==> config.mk <==
export PLATFORM = sky130hd
export DESIGN_NAME = minesweeper_ctrl
export DESIGN_NICKNAME = d
export VERILOG_FILES = /design/src/rtl/minesweeper_ctrl.sv
export SDC_FILE = /design/constraint.sdc
export NUM_CORES = 1
export LEC_CHECK = 0
export ABC_CLOCK_PERIOD_IN_PS = 8800
export BUFFER_PORTS_ARGS = -buffer_cell sky130_fd_sc_hd__buf_4
export CELL_PAD_IN_SITES_DETAIL_PLACEMENT = 2
export CELL_PAD_IN_SITES_GLOBAL_PLACEMENT = 2
export CORE_UTILIZATION = 30
export DETAILED_ROUTE_END_ITERATION = 10
export HOLD_SLACK_MARGIN = 0.08
export PLACE_DENSITY_LB_ADDON = 0.1
export SYNTH_ARGS = -nofsm -noshare
export SYNTH_HDL_FRONTEND = slang
export SYNTH_SLANG_ARGS = --single-unit
==> constraint.sdc <==
create_clock -name clock -period 8.8 [get_ports clock]
set_clock_uncertainty 0.2 [all_clocks]
set_input_delay 1.32 -clock clock [delete_from_list [all_inputs] [get_ports clock]]
set_output_delay 1.32 -clock clock [all_outputs]
set_load 0.02 [all_outputs]
==> src/rtl/minesweeper_ctrl.sv <==
// Minesweeper game controller: LFSR bomb placement, cursor, reveal/flag, win/lose and draw-engine handshake.
// Define MINESWEEPER_WRAP_EN to make cursor moves wrap around board edges instead of clamping.
module minesweeper_ctrl #(
   parameter int          COLS      = 8,
   parameter int          ROWS      = 8,
   parameter int          NUM_BOMBS = 10,
   parameter logic [15:0] LFSR_SEED = 16'hACE1
) (
   input  logic                      clock,
   input  logic                      reset,
   input  logic                      confirm,
   input  logic                      flag,
   input  logic                      restart,
   input  logic                      key_valid,
   input  logic [3:0]                udlr,
   input  logic                      draw_done,
   output logic [1:0]                wl,
   output logic [COLS*ROWS-1:0]      bomb_grid,
   output logic [COLS*ROWS-1:0]      reveal_grid,
   output logic [COLS*ROWS-1:0]      flag_grid,
   output logic [$clog2(COLS)-1:0]   cursor_x,
   output logic [$clog2(ROWS)-1:0]   cursor_y,
   output logic                      d_enable,
   output logic                      d_cursor,
   output logic                      d_reveal,
   output logic [2:0]                cs
);

   localparam int N    = COLS * ROWS;
   localparam int XW   = $clog2(COLS);
   localparam int YW   = $clog2(ROWS);
   localparam int NW   = $clog2(N);
   localparam int CW   = $clog2(NUM_BOMBS + 1);
   localparam int SAFE = N - NUM_BOMBS;

   typedef enum logic [2:0] {
      S_INIT     = 3'd0,
      S_SET_BOMB = 3'd1,
      S_GAME     = 3'd2,
      S_CHECK    = 3'd3,
      S_DRAW     = 3'd4,
      S_WIN      = 3'd5,
      S_LOSE     = 3'd6
   } state_t;

   state_t          state;
   logic [15:0]     lfsr;
   logic [CW-1:0]   placed;

   logic [XW-1:0]   cand_x;
   logic [YW-1:0]   cand_y;
   logic [NW-1:0]   cand_idx;
   logic [NW-1:0]   cur_idx;
   logic [XW-1:0]   nx;
   logic [YW-1:0]   ny;
   logic            cand_ok;
   logic            placed_last;
   logic            moved;
   logic            all_safe;
   logic            do_clear;

   assign cs = state;

   function automatic int popcount(input logic [N-1:0] v);
      int c;
      c = 0;
      for (int i = 0; i < N; i++) c = c + int'(v[i]);
      return c;
   endfunction

   always_ff @(posedge clock) begin
      if (!reset) lfsr <= LFSR_SEED;
      else        lfsr <= {lfsr[14:0], lfsr[15] ^ lfsr[13] ^ lfsr[12] ^ lfsr[10]};
   end

   assign cand_x      = lfsr[XW-1:0];
   assign cand_y      = lfsr[XW+YW-1:XW];
   assign cand_idx    = NW'(cand_y) * NW'(COLS) + NW'(cand_x);
   assign cur_idx     = NW'(cursor_y) * NW'(COLS) + NW'(cursor_x);
   assign cand_ok     = (int'(cand_x) < COLS) && (int'(cand_y) < ROWS) && !bomb_grid[cand_idx];
   assign placed_last = (int'(placed) == NUM_BOMBS - 1);
   assign all_safe    = (popcount(reveal_grid) == SAFE);
   assign do_clear    = (state == S_INIT) || restart;

   // Target cursor for the current udlr; non-one-hot codes leave it unchanged so no move happens.
   always_comb begin
      nx = cursor_x;
      ny = cursor_y;
      case (udlr)
         4'b1000: begin
            if (cursor_y != '0) ny = cursor_y - YW'(1);
`ifdef MINESWEEPER_WRAP_EN
            else ny = YW'(ROWS - 1);
`endif
         end
         4'b0100: begin
            if (cursor_y != YW'(ROWS - 1)) ny = cursor_y + YW'(1);
`ifdef MINESWEEPER_WRAP_EN
            else ny = '0;
`endif
         end
         4'b0010: begin
            if (cursor_x != '0) nx = cursor_x - XW'(1);
`ifdef MINESWEEPER_WRAP_EN
            else nx = XW'(COLS - 1);
`endif
         end
         4'b0001: begin
            if (cursor_x != XW'(COLS - 1)) nx = cursor_x + XW'(1);
`ifdef MINESWEEPER_WRAP_EN
            else nx = '0;
`endif
         end
         default: ;
      endcase
   end

   assign moved = (nx != cursor_x) || (ny != cursor_y);

   // Draw handshake: d_enable is a one-cycle request qualified by d_cursor/d_reveal;
   // the controller then holds in S_DRAW until draw_done, accepting only restart meanwhile.
   always_ff @(posedge clock) begin
      if (!reset) begin
         state       <= S_INIT;
         wl          <= '0;
         bomb_grid   <= '0;
         reveal_grid <= '0;
         flag_grid   <= '0;
         cursor_x    <= '0;
         cursor_y    <= '0;
         placed      <= '0;
         d_enable    <= 1'b0;
         d_cursor    <= 1'b0;
         d_reveal    <= 1'b0;
      end else begin
         d_enable <= 1'b0;
         d_cursor <= 1'b0;
         d_reveal <= 1'b0;
         if (do_clear) begin
            wl          <= '0;
            bomb_grid   <= '0;
            reveal_grid <= '0;
            flag_grid   <= '0;
            cursor_x    <= '0;
            cursor_y    <= '0;
            placed      <= '0;
            state       <= (state == S_INIT) ? S_SET_BOMB : S_INIT;
         end else begin
            case (state)
               S_SET_BOMB: begin
                  if (cand_ok) begin
                     bomb_grid[cand_idx] <= 1'b1;
                     placed              <= placed + CW'(1);
                     if (placed_last) state <= S_GAME;
                  end
               end
               S_GAME: begin
                  if (confirm) begin
                     if (!flag_grid[cur_idx] && !reveal_grid[cur_idx]) begin
                        reveal_grid[cur_idx] <= 1'b1;
                        state                <= S_CHECK;
                     end
                  end else if (flag) begin
                     if (!reveal_grid[cur_idx]) begin
                        flag_grid[cur_idx] <= ~flag_grid[cur_idx];
                        d_enable           <= 1'b1;
                        d_reveal           <= 1'b1;
                        state              <= S_DRAW;
                     end
                  end else if (key_valid && moved) begin
                     cursor_x <= nx;
                     cursor_y <= ny;
                     d_enable <= 1'b1;
                     d_cursor <= 1'b1;
                     state    <= S_DRAW;
                  end
               end
               S_CHECK: begin
                  if (bomb_grid[cur_idx]) wl <= 2'b10;
                  else if (all_safe)      wl <= 2'b01;
                  d_enable <= 1'b1;
                  d_reveal <= 1'b1;
                  state    <= S_DRAW;
               end
               S_DRAW: begin
                  if (draw_done) begin
                     case (wl)
                        2'b01:   state <= S_WIN;
                        2'b10:   state <= S_LOSE;
                        default: state <= S_GAME;
                     endcase
                  end
               end
               S_WIN, S_LOSE: ;
               default: state <= S_INIT;
            endcase
         end
      end
   end

endmodule

==> impl_metrics.yaml, run 1 <==
cts:
  post_cts_buffers: 0
  clk_path_buf_depth: 3
  cts_tree: "yes"
  clk_latency_ns: 0.59
  ctsRootBufferMaster: "clkbuf_16"
  cts_resized: 0
  cts_made_buffers: 30
  clock_sinks: 226
  postCtsHoldBufs: 0
  htree_levels: 1
  path_clk_slew_ns: 0.06
detailed_routing:
  routed_wirelength_mm: 57.5
  drtPass1Iterations: 5
  dr.first_iter.drc_count: 631
  ant_nets: 0
  viasPerCell: 5.62
  routedWlPerCell_um: 26.7
  drc: 0
  num_vias: 12100
layout:
  drive_gt1_share_pct: 21.3
  multi_input_area_um2: 7090
  areaGrowthSynthToFinish_pct: 24.2
  fill_cells: 4589
  mostFrequentLayoutCells: "buf_4 (242), dfxtp_1 (223), nor2_1 (155)"
  final_nets: 1687
  seq_area_um2: 4530
  stdcell_count: 2151
  n_antenna_cell: 0
  final_common_cell: "buf_4"
floorplanning:
  dieArea_um2: 42300
  coreArea_um2: 40900
  dieHeight_um: 206
  rows: 74
  start_util_pct: 30.4
  io_pins: 217
  dieWidth_um: 206
critical_path:
  cp.arrival_ns: 6.84
  path_max_fanout: 3
  path_class: "reg2reg"
  cp-startpoint: "reveal_grid[5]"
  worstSetupStartpointType: "register"
  end_kind: "register"
  rr_startpoint: "reveal_grid[5]"
  cp_data_required_time_ns: 9.01
power_and_ir_drop:
  peakVddDrop_uv: 130
  p_per_area_nw_per_um2: 160
  p_total_mw: 2.48
  p_leak_nw: 5.64
sta:
  fmax_mhz: 151
  setup_viol: 0
  finalCriticalPeriod_ns: 6.63
  rsz0062_at_grt: "false"
  tightest_slew_ns: 1.23
  relSlewSlack_pct: 18.1
  post-route-period-util_pct: 75.3
  fin_setup_tns_ns: 0
  hold_viol_final: 0
  finalMaxSlewViolations: 0
yosys:
  syn-num-nets: 1538
  yosys_warnings: 0
  synth-edff-count: 0
  ys_seq_elements: 226
  syn_area_um2: 12500
  netlist_instances: 1449
  synthArstFlopShare_pct: 0
  yosysSeqAreaShare_pct: 36.3
  ys.flop_type: "dfxtp_1"
  avgSynthCellArea_um2: 8.60
  synth_cell_types: 66
place:
  dpl.hpwl_mm: 40.5
  gp_congestion: 0.820
  dpl.cell_count: 2098
  portBuffers: 216
run_status:
  outcome: "finished, final reports clean"
run:
  cap_violations: 0
global_routing:
  track_usage_pct: 27.0
  grt_pass1_wl_mm: 84.8
  first_global_vias: 12700
  overflow: 0
  grt_antenna_before_repair: 0
  grt_start_max_net_pins: 90
min_path:
  hp-start: "lfsr[14]"
  hold_path.class: "reg2reg"
## worst paths after layout
check / endpoint / slack, ns / cells past startpoint
min reg2reg: lfsr[15] / 0.22 / 1
max reg2reg: wl[1] / 2.17 / 20
max: wl[1] / 2.17 / 20
min: lfsr[15] / 0.22 / 1
## worst max-delay path: stages (launching register included)
cell and delay, ns:
dfxtp_1 0.36, inv_1 0.08, fa_1 0.54, inv_1 0.05
fa_1 0.56, fa_1 0.46, fa_1 0.56, fa_1 0.45
fa_1 0.57, inv_1 0.07, fa_1 0.45, fa_1 0.50
inv_1 0.05, ha_1 0.21, fa_1 0.39, xnor2_1 0.14
nor3b_1 0.19, nand3_1 0.10, nor4_1 0.28, nand2b_1 0.16
a21oi_1 0.06
## registers in the layout, summed over array words and instances (netlist names)
name         flops
bomb_grid       64
flag_grid       64
reveal_grid     64
lfsr            16
placed           4
cs               3
cursor_x         3
cursor_y         3
wl               2
d_cursor         1
d_enable         1
d_reveal         1
## metal layers
| layer | track usage (%) | vias to the layer above | wire length, um |
|---|---|---|---|
| met5 | 0 | - | 0 |
| met4 | 7.80 | 0 | 1660 |
| met3 | 4.10 | 83 | 2880 |
| met2 | 43.4 | 318 | 26600 |
| met1 | 37.1 | 6243 | 26300 |
| li1 | - | 5449 | - |
## layout make-up
| class | instances | share of cell area [%] |
|---|---|---|
| clock inverter | 9 | 0.671 |
| clock buffer | 44 | 5.85 |
| timing repair buffer | 242 | 11.7 |
| sequential | 226 | 29.3 |
| multi-input combinational | 1001 | 45.8 |
| inverter | 97 | 2.35 |
| tap | 532 | 4.30 |
## logic make-up (layout without fill, tap and decap cells)
logic type / after synthesis / after routing / share of synthesized area [%]
AOI/OAI and AO/OA: 406 / 406 / 20.2
xor gates and xnor gates: 10 / 10 / 0.703
adders and majority gates: 78 / 78 / 11.1
buffers and inverters: 222 / 392 / 7.26
DFF: 226 / 226 / 36.3
muxes: 70 / 70 / 6.82
and+or+nand+nor: 437 / 437 / 17.6
## power breakdown
part	internal, mW	switching, mW
Sequential	1.03	0.0108
Combinational	0.0410	0.127
Clock	0.764	0.505
Total	1.84	0.642
## stage by stage
step | hold slack, ns | area [um2] | util (%) | setup WS (ns)
after global placement | 0.192 | 14500 | 35.3 | 2.35
after global routing | 0.228 | 15500 | 37.8 | 1.81
final | 0.217 | 15500 | 37.8 | 2.17
after CTS | 0.222 | 15500 | 37.8 | 2.13
after floorplan | 0.186 | 12500 | - | 2.55
after detailed placement | 0.203 | 14500 | 35.3 | 2.18
## Yosys cell counts (all sizes together), types with 5 or more instances
library cell / instances / area (um2)
nor2: 158 / 593
a221oi: 20 / 175
o22a: 5 / 43.8
ha: 24 / 300
xor2: 5 / 43.8
mux4: 10 / 225
o211ai: 7 / 52.6
a21oi: 118 / 591
and2: 19 / 119
inv: 95 / 357
nand3b: 8 / 60.1
nand3: 56 / 305
and3: 11 / 68.8
buf: 38 / 213
or3: 60 / 375
fa: 54 / 1080
mux2: 19 / 214
nor2b: 13 / 81.3
nand2b: 21 / 131
xnor2: 5 / 43.8
dfxtp: 226 / 4520
nand2: 49 / 184
nor4: 10 / 77.6
nor3: 16 / 85.1
a31oi: 99 / 619
clkbuf: 87 / 328
o22ai: 12 / 75.1
a32oi: 7 / 61.3
mux2i: 41 / 410
o2bb2ai: 5 / 43.8
a22oi: 15 / 113
nor3b: 5 / 37.5
o21ai: 79 / 395
No activity file was read; power rests on OpenSTA's default activity.
==> run 2, diff against run 1 <==
--- a/config.mk
+++ b/config.mk
@@ -5,7 +5,7 @@
 export SDC_FILE = /design/constraint.sdc
 export NUM_CORES = 1
 export LEC_CHECK = 0
-export ABC_CLOCK_PERIOD_IN_PS = 8800
+export ABC_CLOCK_PERIOD_IN_PS = 6000
 export BUFFER_PORTS_ARGS = -buffer_cell sky130_fd_sc_hd__buf_4
 export CELL_PAD_IN_SITES_DETAIL_PLACEMENT = 2
 export CELL_PAD_IN_SITES_GLOBAL_PLACEMENT = 2
==> constraint.sdc (replaced) <==
create_clock -name clock -period 6 [get_ports clock]
set_clock_uncertainty 0.2 [all_clocks]
set_input_delay 0.9 -clock clock [delete_from_list [all_inputs] [get_ports clock]]
set_output_delay 0.9 -clock clock [all_outputs]
set_load 0.02 [all_outputs]
==> run 2 against run 1 <==
Compared with the run above:
- the flow now finishes with violations (setup timing)
- cell count up 2.4%
- first-iteration DRC count up 17%
- sequential share of layout area down 0.68 points
- via count up 2.8%
- critical endpoint unchanged
- non-clock buffer count up 55
==> impl_metrics.yaml, run 2 (synthesized netlist as in run 1, its figures left out) <==
run_status:
  outcome: "complete, but fails checks"
  failed_checks: "setup timing"
floorplanning:
  coreArea_um2: 40900
  dieWidth_um: 206
  start_util_pct: 30.4
  rows: 74
  io_pins: 217
  dieArea_um2: 42300
  dieHeight_um: 206
place:
  gp_congestion: 0.839
  dpl.hpwl_mm: 41.4
  portBuffers: 216
  place_ws_ns: -0.555
cts:
  ctsRootBufferMaster: "clkbuf_16"
  htree_levels: 1
  cts_tree: "yes"
  cts_made_buffers: 28
  clock_sinks: 226
  clk_latency_ns: 0.57
  path_clk_slew_ns: 0.06
  clk_path_buf_depth: 3
global_routing:
  grt_start_max_net_pins: 161
  grt_pass1_wl_mm: 86.2
  first_global_vias: 13100
  overflow: 0
  grt_antenna_before_repair: 1
  track_usage_pct: 27.3
layout:
  n_antenna_cell: 0
  final_nets: 1740
  mostFrequentLayoutCells: "buf_4 (294), dfxtp_1 (208), nor2_1 (155)"
  drive_gt1_share_pct: 25.4
  reg_top3: "bomb_grid: 64 flops, flag_grid: 64 flops, reveal_grid: 64 flops"
  areaGrowthSynthToFinish_pct: 27.8
  final_common_cell: "buf_4"
min_path:
  hold_path.class: "reg2reg"
  min_path_cells: 1
sta:
  setup_viol: 2
  fin_ws_ns: -0.560
  tightest_slew_ns: 1.30
  post-route-period-util_pct: 109
  finalMaxSlewViolations: 0
  holdWs_ns: 0.213
  rsz0062_at_grt: "true"
  hold_viol_final: 0
  finalCriticalPeriod_ns: 6.56
  relSlewSlack_pct: 13.0
  fmax_mhz: 152
critical_path:
  cp_data_required_time_ns: 6.23
  worst-path-stages: 22
  path_max_fanout: 2
  cp_slowest_cell: "fa_1"
  worst-path-buf-inv: 6
  critical-path-max-stage-delay_ns: 0.56
  end_kind: "register"
  path_class: "reg2reg"
  crit_top_cell: "fa_1"
  path_cells: "fa_1 > inv_2 > fa_1 > inv_2 > fa_1 > inv_2 > fa_1 > inv_2 > fa_1 > fa_1 > inv_1 > fa_1 > fa_1 > inv_2 > ha_4 > fa_2 > xnor2_2 > nor3b_2 > nand3_1 > nor4_2 > nand2b_1 > a21oi_2"
  reg2regPathDepth: 22
  cp.arrival_ns: 6.79
  worstSetupStartpointType: "register"
  crit_family: "adder cells"
detailed_routing:
  ant_nets: 0
  drtPass1Iterations: 5
  viasPerCell: 5.64
  dr.first_iter.drc_count: 736
  drc: 0
  num_vias: 12400
  routed_wirelength_mm: 58.2
  routedWlPerCell_um: 26.4
run:
  cap_violations: 0
power_and_ir_drop:
  p_per_area_nw_per_um2: 223
  peakVddDrop_uv: 201
  p_leak_nw: 5.92
-- run 2: path summary, 6_finish.rpt --
check	endpoint	from	slack, ns
min reg2reg	lfsr[7]	lfsr[6]	0.21
max	wl[1]	reveal_grid[29]	-0.56
max reg2reg	wl[1]	reveal_grid[29]	-0.56
min	lfsr[7]	lfsr[6]	0.21
-- run 2: layout make-up --
type	instances	area [um2]
sequential	226	4550
inverter	97	364
multi-input combinational	1001	7120
fill	4573	25000
timing repair buffer	297	2270
tap	532	666
clock inverter	9	95.1
clock buffer	41	851
-- run 2: repair_timing --
action | in CTS | in global routing
pin swaps | 5 | 4
resized for setup | 8 | 4
hold endpoints to repair | 0 | 0
setup buffers | 1 | 0
setup endpoints to repair | 2 | 2
hold buffers | 0 | 0
-- run 2: through the flow --
step | TNS, ns | utilization (%) | area (um2) | power [mW] | instances
after global routing | -1.41 | 38.9 | 15900 | 3.66 | 2203
after floorplan | -0.0916 | - | 12500 | 1.72 | 1449
after detailed placement | -1.08 | 36.5 | 14900 | 1.81 | 2152
final | -1.10 | 38.9 | 15900 | 3.55 | 2203
after global placement | -0.665 | 36.5 | 14900 | 1.81 | 2152
after CTS | -1.41 | 38.9 | 15900 | 3.58 | 2203
-- run 2: power by group --
group / internal (mW) / switching, mW
sequential: 1.51 / 0.0271
clock: 1.06 / 0.710
combinational: 0.0638 / 0.176
-- run 2: per-layer routing --
layer / part of all wire (%) / track usage [%] / up-vias
met5: 0.022 / 0 / -
met4: 3.6 / 10.0 / 2
met3: 5.5 / 4.40 / 127
met2: 46 / 43.9 / 363
met1: 45 / 36.8 / 6372
li1: - / - / 5570
